File: src/rtl/sprite_plotter.sv
// sprite_plotter: generic SPR_W x SPR_H sprite blitter.
//
// Reads a sprite from an external synchronous ROM (one-cycle read latency),
// offsets every pixel by a latched screen origin, and drives the VGA adapter
// pixel port. It supports:
// - transparent-colour skipping;
// - clipping of pixels that fall outside SCREEN_W x SCREEN_H;
// - an erase mode that paints the visible footprint with BG_COLOUR.
//
// Optional feature: define SPRITE_MIRROR_EN to add a 'mirror' input, latched
// with start, that flips the sprite horizontally.
//
// Ports:
//   clk, reset          system clock, asynchronous active-high reset
//   start               draw request, sampled only while idle
//   erase               latched with start; 1 = paint footprint with BG_COLOUR
//   x_origin, y_origin  sprite top-left corner, latched with start
//   mirror              (SPRITE_MIRROR_EN only) latched with start; 1 = flip
//   rom_addr            sprite ROM address, row*SPR_W + col
//   rom_data            ROM colour, valid one cycle after rom_addr
//   x, y, colour, plot  VGA pixel write port
//   busy                high whenever a draw is in progress
//   done                one-cycle pulse after the last pixel slot
module sprite_plotter #(
    parameter int SPR_W    = 28,
    parameter int SPR_H    = 20,
    parameter int X_W      = 9,
    parameter int Y_W      = 8,
    parameter int COL_W    = 3,
    parameter int ADDR_W   = 10,
    parameter int SCREEN_W = 320,
    parameter int SCREEN_H = 240,
    parameter logic [COL_W-1:0] TRANSPARENT = '0,
    parameter logic [COL_W-1:0] BG_COLOUR   = '0
) (
    input  logic              clk,
    input  logic              reset,
    input  logic              start,
    input  logic              erase,
    input  logic [X_W-1:0]    x_origin,
    input  logic [Y_W-1:0]    y_origin,
`ifdef SPRITE_MIRROR_EN
    input  logic              mirror,
`endif
    output logic [ADDR_W-1:0] rom_addr,
    input  logic [COL_W-1:0]  rom_data,
    output logic [X_W-1:0]    x,
    output logic [Y_W-1:0]    y,
    output logic [COL_W-1:0]  colour,
    output logic              plot,
    output logic              busy,
    output logic              done
);

    localparam int CW = (SPR_W > 1) ? $clog2(SPR_W) : 1;
    localparam int RW = (SPR_H > 1) ? $clog2(SPR_H) : 1;
    localparam logic [CW-1:0] COL_LAST = CW'(SPR_W - 1);
    localparam logic [RW-1:0] ROW_LAST = RW'(SPR_H - 1);

    typedef enum logic [1:0] {
        S_IDLE  = 2'd0,
        S_RUN   = 2'd1,
        S_DRAIN = 2'd2,
        S_DONE  = 2'd3
    } state_t;

    state_t              state_q, state_d;
    logic [CW-1:0]       col_q, col_d;
    logic [RW-1:0]       row_q, row_d;
    logic [ADDR_W-1:0]   row_base_q, row_base_d;
    logic [ADDR_W-1:0]   rom_addr_q, rom_addr_d;
    logic [X_W-1:0]      x_org_q, x_org_d;
    logic [Y_W-1:0]      y_org_q, y_org_d;
    logic                erase_q, erase_d;
    logic                mirror_q, mirror_d;
    logic                issue;

    logic [CW-1:0]       col_p1_q, col_p1_d;
    logic [RW-1:0]       row_p1_q, row_p1_d;
    logic                vld_p1_q, vld_p1_d;

    logic [X_W:0]        xf_p2;
    logic [Y_W:0]        yf_p2;
    logic [X_W-1:0]      x_q, x_d;
    logic [Y_W-1:0]      y_q, y_d;
    logic [COL_W-1:0]    colour_q, colour_d;
    logic                plot_q, plot_d;
    logic                done_q, done_d;

    always_comb begin
        state_d    = state_q;
        col_d      = col_q;
        row_d      = row_q;
        row_base_d = row_base_q;
        rom_addr_d = rom_addr_q;
        x_org_d    = x_org_q;
        y_org_d    = y_org_q;
        erase_d    = erase_q;
        mirror_d   = mirror_q;
        issue      = 1'b0;

        // Address generation: one ROM address per RUN cycle
        case (state_q)
            S_IDLE: begin
                if (start) begin
                    state_d    = S_RUN;
                    x_org_d    = x_origin;
                    y_org_d    = y_origin;
                    erase_d    = erase;
`ifdef SPRITE_MIRROR_EN
                    mirror_d   = mirror;
`endif
                    col_d      = '0;
                    row_d      = '0;
                    row_base_d = '0;
                    issue      = 1'b1;
                end
            end
            S_RUN: begin
                if (col_q == COL_LAST) begin
                    if (row_q == ROW_LAST) begin
                        state_d = S_DRAIN;
                    end else begin
                        col_d      = '0;
                        row_d      = row_q + RW'(1);
                        row_base_d = row_base_q + ADDR_W'(SPR_W);
                        issue      = 1'b1;
                    end
                end else begin
                    col_d = col_q + CW'(1);
                    issue = 1'b1;
                end
            end
            S_DRAIN: state_d = S_DONE;
            S_DONE:  state_d = S_IDLE;
            default: state_d = S_IDLE;
        endcase

        // Mirroring only changes which ROM column is fetched; x still follows col.
        if (issue) begin
            if (mirror_d) begin
                rom_addr_d = row_base_d + ADDR_W'(COL_LAST - col_d);
            end else begin
                rom_addr_d = row_base_d + ADDR_W'(col_d);
            end
        end

        // Stage p1: delay col/row one cycle to line up with rom_data
        col_p1_d = col_q;
        row_p1_d = row_q;
        vld_p1_d = (state_q == S_RUN);

        // Stage p2: screen position, clipping, transparency, colour select
        xf_p2    = (X_W+1)'(x_org_q) + (X_W+1)'(col_p1_q);
        yf_p2    = (Y_W+1)'(y_org_q) + (Y_W+1)'(row_p1_q);
        plot_d   = vld_p1_q
                   && (xf_p2 < (X_W+1)'(SCREEN_W))
                   && (yf_p2 < (Y_W+1)'(SCREEN_H))
                   && (erase_q || (rom_data != TRANSPARENT));
        x_d      = x_q;
        y_d      = y_q;
        colour_d = colour_q;
        if (plot_d) begin
            x_d      = xf_p2[X_W-1:0];
            y_d      = yf_p2[Y_W-1:0];
            colour_d = erase_q ? BG_COLOUR : rom_data;
        end

        // done is registered off the DONE state, so it follows the last pixel slot
        done_d = (state_q == S_DONE);
    end

    always_ff @(posedge clk or posedge reset) begin
        if (reset) begin
            state_q    <= S_IDLE;
            col_q      <= '0;
            row_q      <= '0;
            row_base_q <= '0;
            rom_addr_q <= '0;
            x_org_q    <= '0;
            y_org_q    <= '0;
            erase_q    <= 1'b0;
            mirror_q   <= 1'b0;
            col_p1_q   <= '0;
            row_p1_q   <= '0;
            vld_p1_q   <= 1'b0;
            x_q        <= '0;
            y_q        <= '0;
            colour_q   <= '0;
            plot_q     <= 1'b0;
            done_q     <= 1'b0;
        end else begin
            state_q    <= state_d;
            col_q      <= col_d;
            row_q      <= row_d;
            row_base_q <= row_base_d;
            rom_addr_q <= rom_addr_d;
            x_org_q    <= x_org_d;
            y_org_q    <= y_org_d;
            erase_q    <= erase_d;
            mirror_q   <= mirror_d;
            col_p1_q   <= col_p1_d;
            row_p1_q   <= row_p1_d;
            vld_p1_q   <= vld_p1_d;
            x_q        <= x_d;
            y_q        <= y_d;
            colour_q   <= colour_d;
            plot_q     <= plot_d;
            done_q     <= done_d;
        end
    end

    assign rom_addr = rom_addr_q;
    assign x        = x_q;
    assign y        = y_q;
    assign colour   = colour_q;
    assign plot     = plot_q;
    assign done     = done_q;
    assign busy     = (state_q != S_IDLE);

endmodule
File: config.mk
export PLATFORM = sky130hd
export DESIGN_NAME = sprite_plotter
export DESIGN_NICKNAME = d
export VERILOG_FILES = /design/src/rtl/sprite_plotter.sv
export SDC_FILE = /design/constraint.sdc
export NUM_CORES = 1
export LEC_CHECK = 0
export BUFFER_PORTS_ARGS = -buffer_cell sky130_fd_sc_hd__buf_4
export CAP_MARGIN = 5
export CORE_ASPECT_RATIO = 0.6
export CORE_UTILIZATION = 62
export DETAILED_ROUTE_END_ITERATION = 10
export HOLD_SLACK_MARGIN = 0.03
export PLACE_DENSITY_LB_ADDON = 0.08
export SLEW_MARGIN = 40
export SYNTH_ARGS = -nofsm -noshare
export SYNTH_HDL_FRONTEND = slang
export SYNTH_SLANG_ARGS = --single-unit
File: constraint.sdc
create_clock -name clk -period 5.9 [get_ports clk]
set_input_delay 1.18 -clock clk [delete_from_list [all_inputs] [get_ports clk]]
set_output_delay 1.18 -clock clk [all_outputs]
set_load 0.02 [all_outputs]
# Yosys cells after proc, flatten, opt, wreduce, memory -nomap -nowiden
# Cells that the tools add are included.
dict set report totals {
  reg_bits 83
  out_inout_bits 33
  word_cells 65
}
dict set report op_classes {
  order_cmp 2
  mux 21
  n_eq_ne 9
  reduce_logical 11
  n_addsub 6
}
# operator count
set op_table {}
lappend op_table {{2-to-1 mux 10 bit} 3}
lappend op_table {{2-to-1 mux 5 bit} 6}
lappend op_table {{one-hot mux 10 bit (2 select lines)} 1}
lappend op_table {{one-hot mux 5 bit (2 select lines)} 2}
lappend op_table {{adder 10 x 5 -> 10 bit} 1}
lappend op_table {{adder 10 x 5 -> 10 bit, second input constant} 1}
lappend op_table {{adder 5 x 1 -> 5 bit, second input constant} 2}
lappend op_table {{adder 9 x 5 -> 10 bit} 1}
lappend op_table {{equality test 5 bit, second input constant} 2}
lappend op_table {{less-than comparator 10 x 9 -> 1 bit, second input constant} 1}
lappend op_table {{adder 8 x 5 -> 9 bit} 1}
lappend op_table {{less-than comparator 9 x 8 -> 1 bit, second input constant} 1}
lappend op_table {{one-hot mux 2 bit (4 select lines)} 1}
lappend op_table {{2-to-1 mux 2 bit} 3}
lappend op_table {{equality test 2 bit, second input constant} 2}
lappend op_table {{inequality test 2 x 1 -> 1 bit, second input constant} 2}
lappend op_table {{inequality test 2 bit, second input constant} 2}
lappend op_table {{AND reduction 4 bit} 1}
lappend op_table {{nonzero test 2 bit} 2}
lappend op_table {{logical AND 1 bit} 3}
lappend op_table {{2-to-1 mux 1 bit} 3}
lappend op_table {{2-to-1 mux 3 bit} 1}
lappend op_table {{AND reduction 3 bit} 1}
lappend op_table {{nonzero test 3 bit} 1}
lappend op_table {{other kinds (5)} 5}

# Depth between registers and ports, before layout
# Gate-level depths: netlist (run 1).
dict set report logic_depth {
  ltp_word 5
  depth_mapped 17
  ltp_nobuf 16
}

# Worst setup path after synthesis (run 1)
# Ideal clock, no wire load.
dict set report synth_path {
  path_kind {input port to flip-flop}
  startpoint {input port start}
  endpoint {register rom_addr_q[8] (netlist: rom_addr[8])}
  t_arrival_ns 3.277
  slack_ns 2.545
  cell_stages 13
  path_cell_list {nand2_1 > clkbuf_1 > nor2_1 > nor2b_1 > ha_1 > inv_1 > fa_1 > nor2b_1 > o21ai_0 > a21oi_1 > o2111ai_1 > xor2_1 > a21oi_1}
}
dict set report synth_between {
  elab_chain_len 3
  word_cells_on_any_way 7
  classes_between {add/sub (1); mux (6)}
}
# item line_no
set synth_lines {}
lappend synth_lines {{from (decl)} 38} ;# input logic start,
lappend synth_lines {{2-to-1 mux 10 bit} 105} ;# if (start) begin
lappend synth_lines {{one-hot mux 10 bit (2 select lines)} 103} ;# case (state_q)
lappend synth_lines {{via row_base_d[0]} 70} ;# logic [ADDR_W-1:0] row_base_q, row_base_d;
lappend synth_lines {{adder 10 x 5 -> 10 bit} 144} ;# rom_addr_d = row_base_d + ADDR_W'(col_d);
lappend synth_lines {{to (signal assigned)} 197} ;# rom_addr_q <= rom_addr_d;
lappend synth_lines {{to (decl)} 71} ;# logic [ADDR_W-1:0] rom_addr_q, rom_addr_d;
# The timed path passes the listed nets, and every way through them passes these cells.
# A chain may end at the register's enable or synchronous reset.

# Worst setup path in the final report (run 1)
dict set report layout_path {
  startpoint {register state_q[1]}
  endpoint {register rom_addr_q[9] (netlist: rom_addr[9])}
}
dict set report layout_between {
  elab_chain_len 3
  word_cells_on_any_way 6
  classes_between {add/sub (1); eq/ne (1); mux (3); reduce/logical (1)}
}
# item line_no
set layout_lines {}
lappend layout_lines {{from (decl)} 67} ;# state_t state_q, state_d;
lappend layout_lines {{from (signal assigned)} 193} ;# state_q <= state_d;
lappend layout_lines {{equality test 2 x 1 -> 1 bit} n/a}
lappend layout_lines {{via vld_p1_d} 80} ;# logic vld_p1_q, vld_p1_d;
lappend layout_lines {{one-hot mux 5 bit (2 select lines)} 103}
lappend layout_lines {{via col_d[1]} 68} ;# logic [CW-1:0] col_q, col_d;
lappend layout_lines {{adder 10 x 5 -> 10 bit} 144}
# The timed path passes the listed nets, and every way through them passes these cells.

==> impl_metrics.py, run 1 <==
metrics = {
    "timing": {
        "finalSetupTns_ns": 0,
        "min_period_ns": 3.84,
        "slew_headroom_pct": 45.4,
        "maxSlewViolCount": 0,
        "holdWs_ns": 0.441,
        "worst_slack_ns": 2.06,
        "hold_viol_final": 0,
        "setup_viol": 0,
        "grt_setup_unrepaired": "no",
        "fmax_mhz": 260,
        "fin_crit_sh_pct": 65.1,
        "finalClockSkew_ns": 0.00500,
        "tightest_slew_ns": 0.809,
    },
    "clocking": {
        "cts.sinks": 83,
        "cts_max_level": 3,
        "clkLatencyLatePin_ns": 0.34,
        "cts_hold_buf": 0,
        "cts-buffers-inserted": 9,
        "cts_root_buffer": "clkbuf_16",
        "postCtsResizedCells": 0,
        "cts_buffer_depth": 2,
        "cts_tree": "done",
        "clk_pin_slew_worst_paths_ns": 0.06,
        "post-cts-setup-buffer-count": 0,
    },
    "detailed_routing": {
        "drt_first_pass_iters": 5,
        "ant_nets": 0,
        "drtIter0Drc": 223,
        "vias_per_cell": 5.96,
        "drc": 0,
        "wl_um": 9340,
        "via_count": 3198,
        "wl_per_cell_um": 17.4,
    },
    "final_layout": {
        "design_area_um2": 5170,
        "syn2layout_area_growth_pct": 20.4,
        "fin_nets": 494,
        "stdcell_count": 537,
        "insertedDiodeCount": 0,
        "fin_util_pct": 77.5,
        "drive_gt1_share_pct": 26.7,
    },
    "logic_synthesis": {
        "yosys-top-cells-area": "dfrtp_1 48%, ha_1 6.4%, mux2_2 5.2%",
        "synth_seq_area_share_pct": 48.4,
        "synth_top_family_by_area": "compound AO/OA/AOI/OAI gates",
        "synthesis.area_um2": 4300,
        "synth_xor_area_share_pct": 4.08,
        "synth_edf_count": 0,
        "synth_fa_ha_area_share_pct": 7.81,
        "synth-simple-area-share_pct": 12.4,
        "synth.area.mux_share_pct": 11.1,
        "synth_fp_nets": 432,
        "synth_compound_area_share_pct": 13.1,
        "yosysMostFrequentCell": "dfrtp_1",
        "synthFlopType": "dfrtp_1",
        "synth_top_area_cell": "dfrtp_1",
        "avgSynthCellArea_um2": 11.2,
        "ys_warn_count": 0,
        "syn_inst": 383,
        "async_flop_share_pct": 100,
        "ys_ff_latch": 83,
        "synthTopCellsByCount": "83 x dfrtp_1, 31 x nor2_1, 25 x a21oi_1",
        "yosys.area.top_type_share_pct": 48.4,
        "yosysUniqueCellTypes": 59,
    },
    "global_route": {
        "grt_pass1_vias": 3045,
        "grt_use_total_pct": 27.9,
        "grt_max_degree": 84,
        "grt_first_pass_wirelength_um": 14900,
        "grt_overflow_total": 0,
        "antenna_found_initial": 0,
    },
    "setup_path": {
        "cp.required_ns": 6.17,
        "worst-setup-path-type": "reg2reg",
        "r2r_slack_ns": 2.06,
        "cp-start-kind": "register",
        "crit_arrival_ns": 4.12,
        "worstPathMaxFanout": 20,
        "rr_endpoint": "rom_addr[9]$_DFFE_PP0P_",
        "end_kind": "register",
        "r2r_cells": 15,
        "regToRegStartpoint": "state_q[1]$_DFFE_PP0P_",
    },
    "place": {
        "gp_congestion": 0.810,
        "dp_hpwl_um": 6250,
        "io_buffers": 56,
        "dpl_cell_area_um2": 4800,
        "placed_cells": 521,
        "place_ws_ns": 2.17,
    },
    "floorplanning": {
        "die_w_um": 109,
        "row_count": 23,
        "initial_utilization_pct": 64.3,
        "die_height_um": 66.5,
        "core-area_um2": 6680,
        "die_area_um2": 7280,
        "ios": 57,
    },
    "worst_hold_path": {
        "hold_end": "row_p1_q[4]$_DFF_PP0_",
        "hp-start": "row_p1_d[4]$_DFFE_PP0P_",
        "hp-class": "reg2reg",
        "whs_path_depth": 0,
    },
    "power_and_ir_drop": {
        "ir_drop_uv": 487,
        "totalPowerFinal_mw": 2.93,
        "p_per_area_nw_per_um2": 565,
        "p_leak_nw": 2.38,
    },
    "run": {
        "cap_viol_max_count": 0,
    },
    "status": {
        "status": "finished clean",
    },
}
## layout by cell type (no fill, tap or decap), types with 3 or more instances in the layout
master / instances
nand4_1: 4
buf_4: 59
fa_1: 3
nor3_1: 3
xnor2_1: 9
mux2_4: 14
o21a_1: 4
inv_1: 19
a31oi_1: 4
nand2_1: 24
clkbuf_16: 9
nor2b_1: 10
mux2i_1: 4
and4b_1: 3
nor2_1: 31
mux2_2: 20
dfrtp_1: 83
a21o_1: 3
xor2_1: 11
o21ai_0: 22
bufinv_16: 4
ha_1: 22
nand3_1: 10
a21oi_1: 25
o22ai_1: 3
## critical path: stages, from the launching register on
cell,delay [ns]
dfrtp_1,0.41
inv_1,0.11
ha_1,0.15
buf_4,0.24
inv_1,0.26
o21ai_0,0.51
nand2_1,0.20
a32oi_1,0.32
inv_1,0.11
ha_1,0.31
a21o_1,0.16
a21oi_1,0.23
o21ai_0,0.24
and4b_1,0.25
xnor2_1,0.12
a21oi_1,0.14
## cell families (layout without fill, tap and decap cells)
| group | count (synthesis) | in the layout |
|---|---|---|
| simple gates | 100 | 100 |
| buf+inv | 29 | 96 |
| flops | 83 | 83 |
| fa+ha+maj | 25 | 25 |
| xor+xnor | 20 | 20 |
| mux | 38 | 38 |
| compound gates | 88 | 88 |
## final cells by class
type | instances | area (µm²)
Inverter | 20 | 76.3
Clock buffer | 10 | 239
Tap cell | 87 | 109
Fill cell | 443 | 1500
Clock inverter | 6 | 136
Timing Repair Buffer | 60 | 457
Sequential cell | 83 | 2080
Multi-Input combinational cell | 271 | 2080
## power by group
part           switching [mW]  total [mW]  internal [mW]  leakage, nW
combinational           0.678        1.27          0.590         1.16
sequential              0.171       0.960          0.789         1.05
clock                   0.230       0.698          0.468        0.179
## worst max-delay path by stage
| stage | startpoint | endpoint |
|---|---|---|
| after floorplan | start | rom_addr[8]$_DFFE_PP0P_ |
| after global routing | state_q[1]$_DFFE_PP0P_ | rom_addr[9]$_DFFE_PP0P_ |
| final | state_q[1]$_DFFE_PP0P_ | rom_addr[9]$_DFFE_PP0P_ |
| after CTS | state_q[1]$_DFFE_PP0P_ | rom_addr[9]$_DFFE_PP0P_ |
| after global placement | start | rom_addr[8]$_DFFE_PP0P_ |
| after detailed placement | start | rom_addr[8]$_DFFE_PP0P_ |
## routing by layer
layer | up-vias | wire length [µm] | GRT usage [%]
li1 | 1495 | - | -
met1 | 1553 | 4480 | 39.6
met2 | 127 | 4040 | 39.5
met3 | 23 | 663 | 9.49
met4 | 0 | 157 | 9.67
met5 | - | 0 | 0
## registers in the layout, summed over array words and instances (netlist names), 2 cells and up
name / flops
col_p1_q: 5
y_org_q: 8
x: 9
row_p1_d: 5
rom_addr: 10
colour: 3
y: 8
state_q: 2
x_org_q: 9
row_p1_q: 5
row_base_q: 10
col_p1_d: 5
Power figures use the tool's default switching activity.
==> run 2, diff against run 1 <==
--- a/config.mk
+++ b/config.mk
@@ -5,10 +5,11 @@
 export SDC_FILE = /design/constraint.sdc
 export NUM_CORES = 1
 export LEC_CHECK = 0
+export ABC_AREA = 1
 export BUFFER_PORTS_ARGS = -buffer_cell sky130_fd_sc_hd__buf_4
 export CAP_MARGIN = 5
 export CORE_ASPECT_RATIO = 0.6
-export CORE_UTILIZATION = 62
+export CORE_UTILIZATION = 52
 export DETAILED_ROUTE_END_ITERATION = 10
 export HOLD_SLACK_MARGIN = 0.03
 export PLACE_DENSITY_LB_ADDON = 0.08
==> constraint.sdc (replaced) <==
create_clock -name clk -period 3.4 [get_ports clk]
set_input_delay 0.68 -clock clk [delete_from_list [all_inputs] [get_ports clk]]
set_output_delay 0.68 -clock clk [all_outputs]
set_load 0.02 [all_outputs]
==> impl_metrics.py, run 2 <==
metrics = {
    "detailed_routing": {
        "drt_first_pass_iters": 5,
        "wl_per_cell_um": 14.4,
        "via_count": 3774,
        "drc": 0,
        "wl_um": 10400,
        "drtIter0Drc": 361,
        "vias_per_cell": 5.23,
        "ant_nets": 0,
    },
    "global_route": {
        "grt_use_total_pct": 25.0,
        "grt_pass1_vias": 3388,
        "grt_max_degree": 35,
        "antenna_found_initial": 0,
        "grt_overflow_total": 0,
        "grt_first_pass_wirelength_um": 16600,
    },
    "logic_synthesis": {
        "async_flop_share_pct": 100,
        "synthFlopType": "dfrtp_1",
        "yosys.area.top_type_share_pct": 47.5,
        "ys_warn_count": 0,
        "avgSynthCellArea_um2": 8.25,
        "yosysMostFrequentCell": "nand2_1",
        "yosysUniqueCellTypes": 40,
        "synth_edf_count": 0,
        "synth_fp_nets": 579,
        "synthTopCellsByCount": "175 x nand2_1, 83 x dfrtp_1, 62 x inv_1",
        "synth_top_area_cell": "dfrtp_1",
        "ys_ff_latch": 83,
        "synth_seq_area_share_pct": 47.5,
        "syn_inst": 530,
        "synthesis.area_um2": 4370,
        "yosys-top-cells-area": "dfrtp_1 48%, nand2_1 15%, ha_1 6.3%",
    },
    "setup_path": {
        "cp.required_ns": 3.63,
        "worstPathMaxFanout": 7,
        "end_kind": "register",
        "cp-start-kind": "register",
        "cp_common_cell": "nand2_1",
        "cp_slowest_stage_delay_ns": 0.44,
        "crit_arrival_ns": 3.42,
        "slowest_stage": "dfrtp_1",
        "worst-setup-path-type": "reg2reg",
        "cp_cell_sequence": "ha_4 -> nand2_1 -> inv_1 -> nand2_1 -> nand2_2 -> inv_2 -> nor2_4 -> nor2_4 -> a311oi_4 -> ha_2 -> inv_1 -> fa_2 -> nand3b_1 -> a31oi_2 -> nor2_1 -> a21oi_2 -> nand3_1 -> nand2_1 -> nand2_1 -> nand2_1 -> nand2_1",
    },
    "place": {
        "dpl_cell_area_um2": 4950,
        "gp_congestion": 0.856,
        "dp_hpwl_um": 7360,
        "place_ws_ns": -0.0162,
        "io_buffers": 56,
    },
    "final_layout": {
        "most-common-layout-cells": "174 x nand2_1, 81 x dfrtp_1, 81 x buf_4, 60 x inv_1, 29 x nand4_1",
        "drive_gt1_share_pct": 21.0,
        "final_common_cell": "nand2_1",
        "fillers": 693,
        "fin_nets": 658,
        "register_area_um2": 2080,
        "syn2layout_area_growth_pct": 23.2,
        "fin_util_pct": 67.2,
        "design_area_um2": 5380,
        "insertedDiodeCount": 0,
        "multi_input_area_um2": 2030,
    },
    "timing": {
        "finalClockSkew_ns": 0.00531,
        "setup_viol": 0,
        "worst_slack_ns": 0.210,
        "holdWs_ns": 0.291,
        "maxSlewViolCount": 0,
        "min_period_ns": 3.19,
        "fmax_mhz": 314,
        "slew_headroom_pct": 54.5,
        "hold_viol_final": 0,
        "fin_crit_sh_pct": 93.8,
        "tightest_slew_ns": 0.676,
    },
    "floorplanning": {
        "core-area_um2": 8010,
        "initial_utilization_pct": 54.6,
        "die_w_um": 120,
        "ios": 57,
        "die_area_um2": 8790,
        "row_count": 25,
        "die_height_um": 73.0,
    },
    "power_and_ir_drop": {
        "seqPwrFrac_pct": 34.2,
        "p_leak_nw": 2.90,
        "swShare_pct": 41.1,
        "p_clk_share_pct": 21.6,
        "ir_drop_uv": 564,
        "intPower_mw": 2.52,
        "p_per_area_nw_per_um2": 795,
        "pwr-share-comb_pct": 44.2,
        "switching_power_mw": 1.76,
    },
    "clocking": {
        "cts-buffers-inserted": 9,
        "cts_max_level": 3,
        "cts_buffer_depth": 2,
        "cts.sinks": 83,
        "cts_root_buffer": "clkbuf_16",
        "cts_tree": "done",
        "clk_pin_slew_worst_paths_ns": 0.06,
        "cts_hold_buf": 0,
        "clkLatencyLatePin_ns": 0.34,
    },
    "run": {
        "cap_viol_max_count": 0,
    },
    "status": {
        "status": "finished clean",
    },
    "worst_hold_path": {
        "hp-class": "in2async",
    },
}
run 2: final cells by class:
class,count,share of cell area [%]
well taps,108,2.51
multi-input cells,367,37.7
inverters,67,4.69
repair buffers,81,11.3
clock inverters,2,0.186
clock buffers,13,5.02
flip-flops and latches,83,38.6
run 2: final timing paths:
path	startpoint	to	slack [ns]	cells past startpoint
max	row_p1_d[1]$_DFFE_PP0P_	rom_addr[8]$_DFFE_PP0P_	0.21	21
min	reset	y_org_q[2]$_DFFE_PP0P_	0.29	2
max reg2reg	row_p1_d[1]$_DFFE_PP0P_	rom_addr[8]$_DFFE_PP0P_	0.21	21
min reg2reg	col_p1_d[0]$_DFF_PP0_	col_p1_q[0]$_DFF_PP0_	0.43	0
max in group asynchronous	reset	col_p1_d[0]$_DFF_PP0_	2.34	3
min in group clk	col_p1_d[0]$_DFF_PP0_	col_p1_q[0]$_DFF_PP0_	0.43	0
run 2: metal layers:
metal  up-vias  wire length, µm  global-route usage [%]
met5         -                0                       0
met4         0              127                    7.96
met3        11              572                    6.25
met2       100             4200                    33.8
met1      1799             5520                    38.6
li1       1864                -                       -
run 2: cell families (layout without fill, tap and decap cells):
kind of cell	after synthesis	count (layout)	synth area share, %
flip-flops	83	83	47.5
adder cells (fa/ha/maj)	25	25	7.67
XOR/XNOR	12	12	2.40
buffers and inverters	80	163	7.50
AO/OA/AOI/OAI	53	53	7.01
AND/OR/NAND/NOR	277	277	27.9
run 2: per-stage QoR:
step	std cells	power (mW)	setup TNS (ns)
floorplan	530	2.64	0
global placement	694	3.18	0
detailed placement	694	3.22	-0.0162
CTS	709	4.19	0
global route	721	4.56	-0.0546
finish	721	4.28	0
run 2: worst max-delay path: cells and delay by family, from the launching register on:
family | cells | cell delay [ns]
AO/OA/AOI/OAI | 3 | 0.69
AND/OR/NAND/NOR | 12 | 1.01
adder cells (fa/ha/maj) | 3 | 0.77
flip-flops | 1 | 0.44
buffers and inverters | 3 | 0.19
run 2: what timing repair did:
item | CTS | global route
endpoints found under the hold margin | 0 | 0
resized for setup | 1 | 14
endpoints found under the setup margin | 1 | 2
buffers inserted | 0 | 12
pin swaps | 0 | 5
run 2: power groups by stage:
stage	combinational [mW]	sequential (mW)	clock, mW
floorplan	1.05	1.59	0
global placement	1.72	1.47	0
detailed placement	1.75	1.47	0
CTS	1.78	1.46	0.945
global route	2.07	1.50	0.985
finish	1.89	1.46	0.926
==> run 3, diff against run 2 <==
--- a/config.mk
+++ b/config.mk
@@ -8,7 +8,7 @@
 export ABC_AREA = 1
 export BUFFER_PORTS_ARGS = -buffer_cell sky130_fd_sc_hd__buf_4
 export CAP_MARGIN = 5
-export CORE_ASPECT_RATIO = 0.6
+export CORE_ASPECT_RATIO = 0.5
 export CORE_UTILIZATION = 52
 export DETAILED_ROUTE_END_ITERATION = 10
 export HOLD_SLACK_MARGIN = 0.03
==> impl_metrics.py, run 3 (synthesis gave the netlist of run 2 again) <==
metrics = {
    "timing": {
        "maxSlewViolCount": 0,
        "slew_headroom_pct": 63.8,
        "finalSetupTns_ns": 0,
        "min_period_ns": 3.16,
        "setup_viol": 0,
        "fmax_mhz": 316,
        "finalClockSkew_ns": 0.00492,
        "holdWs_ns": 0.409,
        "fin_crit_sh_pct": 93.0,
        "tightest_slew_ns": 0.543,
        "hold_viol_final": 0,
    },
    "setup_path": {
        "cp.required_ns": 3.63,
        "worstPathMaxFanout": 6,
        "rr_endpoint": "rom_addr[8]$_DFFE_PP0P_",
        "cp-start-kind": "register",
        "r2r_slack_ns": 0.24,
        "worst-setup-path-type": "reg2reg",
        "r2r_cells": 20,
        "crit_arrival_ns": 3.39,
        "slowest_stage": "dfrtp_2",
        "end_kind": "register",
        "cp_cell_sequence": "ha_2 -> nand2_2 -> nor2_4 -> nand2_2 -> inv_2 -> nor2_4 -> nor2_4 -> a311oi_2 -> ha_2 -> inv_1 -> fa_1 -> nand3b_1 -> a31oi_2 -> nor2_1 -> a21oi_2 -> nand3_1 -> nand2_1 -> nand2_1 -> nand2_1 -> nand2_1",
        "cp_slowest_stage_delay_ns": 0.45,
        "cp_common_cell": "nand2_1",
        "regToRegStartpoint": "col_p1_d[0]$_DFF_PP0_",
    },
    "detailed_routing": {
        "ant_nets": 0,
        "wl_um": 9280,
        "drc": 0,
        "wl_per_cell_um": 13.0,
        "via_count": 3603,
        "vias_per_cell": 5.05,
        "drt_first_pass_iters": 5,
        "drtIter0Drc": 221,
    },
    "global_route": {
        "gr-usage-met3_pct": 6.39,
        "use_met1_pct": 32.5,
        "antenna_found_initial": 0,
        "grt_use_total_pct": 23.1,
        "grt_first_pass_wirelength_um": 15500,
        "grt_pass1_vias": 3232,
        "grt_overflow_total": 0,
        "busiest_layer": "met2",
        "grt_use_met2_pct": 35.4,
        "grt_max_degree": 44,
    },
    "run": {
        "cap_viol_max_count": 0,
    },
    "power_and_ir_drop": {
        "intPower_mw": 2.54,
        "p_leak_nw": 2.85,
        "p_per_area_nw_per_um2": 800,
        "p_clk_share_pct": 22.6,
        "seqPwrFrac_pct": 34.6,
        "swShare_pct": 40.2,
        "ir_drop_uv": 398,
        "switching_power_mw": 1.70,
        "pwr-share-comb_pct": 42.9,
    },
    "final_layout": {
        "fin_util_pct": 65.6,
        "final_common_cell": "nand2_1",
        "syn2layout_area_growth_pct": 21.3,
        "drive_gt1_share_pct": 19.1,
        "most-common-layout-cells": "174 x nand2_1, 82 x dfrtp_1, 69 x buf_4, 59 x inv_1",
        "fin_nets": 647,
        "stdcell_count": 714,
        "insertedDiodeCount": 0,
    },
    "clocking": {
        "clk_pin_slew_worst_paths_ns": 0.06,
        "clkLatencyLatePin_ns": 0.33,
        "cts-buffers-inserted": 9,
        "cts_buffer_depth": 2,
        "cts.sinks": 83,
        "cts_tree": "done",
        "cts_root_buffer": "clkbuf_16",
        "cts_max_level": 3,
    },
    "floorplanning": {
        "die_height_um": 66.8,
        "ios": 57,
        "die_area_um2": 8800,
        "initial_utilization_pct": 54.1,
        "die_w_um": 132,
        "row_count": 23,
        "core-area_um2": 8090,
    },
    "place": {
        "io_buffers": 56,
        "gp_congestion": 0.844,
        "dp_hpwl_um": 6710,
        "placed_cells": 696,
    },
    "worst_hold_path": {
        "hp-class": "in2async",
    },
    "status": {
        "status": "finished clean",
    },
}
==> run 3: power by group through the flow <==
stage          sequential (mW)  combinational [mW]  clock, mW
2_1_floorplan             1.59                1.05          0
3_3_place_gp              1.47                1.73          0
3_5_place_dp              1.48                1.75          0
4_1_cts                   1.46                1.77      0.985
5_1_grt                   1.51                2.04       1.02
6_report                  1.47                1.82      0.957
==> run 3: timing repair <==
action	in CTS	in global routing
buffers inserted	0	3
resized for setup	0	10
hold buffers	0	0
endpoints found under the setup margin	0	2
==> run 3: how the worst max path moves through the flow <==
stage,from,slack (ns),end
after floorplan,state_q[0]$_DFFE_PP0P_,0.24,rom_addr[8]$_DFFE_PP0P_
after global placement,start,0.19,rom_addr[8]$_DFFE_PP0P_
after detailed placement,col_p1_d[0]$_DFF_PP0_,0.16,rom_addr[8]$_DFFE_PP0P_
after CTS,col_p1_d[0]$_DFF_PP0_,0.15,rom_addr[8]$_DFFE_PP0P_
after global routing,row_p1_d[0]$_DFFE_PP0P_,-0.04,rom_addr[8]$_DFFE_PP0P_
final,col_p1_d[0]$_DFF_PP0_,0.24,rom_addr[8]$_DFFE_PP0P_
==> run 3: worst max-delay path: cells and delay by family (launching register included) <==
family          cells  cell delay, ns
flops               1            0.45
simple gates       12            0.99
compound gates      3            0.65
fa+ha+maj           3            0.85
buf+inv             2            0.11
==> run 3: layout make-up <==
class	instances	area, µm²
clock inverter	4	51.3
fill	696	2780
inverter	67	254
timing repair buffer	70	538
tap	112	140
clock buffer	11	243
sequential	83	2080
multi-input combinational	367	2000
==> run 3: layer usage <==
| layer | vias up | wire [µm] |
|---|---|---|
| met3 | 4 | 422 |
| li1 | 1845 | - |
| met2 | 78 | 4140 |
| met5 | - | 0 |
| met4 | 0 | 33 |
| met1 | 1676 | 4690 |
==> run 3: per-stage QoR <==
stage          power [mW]  instance area [µm²]  worst slack, ns
6_report             4.24                 5300            0.237
5_1_grt              4.57                 5300          -0.0366
4_1_cts              4.22                 5250            0.148
3_5_place_dp         3.23                 4950            0.156
3_3_place_gp         3.20                 4950            0.193
2_1_floorplan        2.64                 4370            0.241
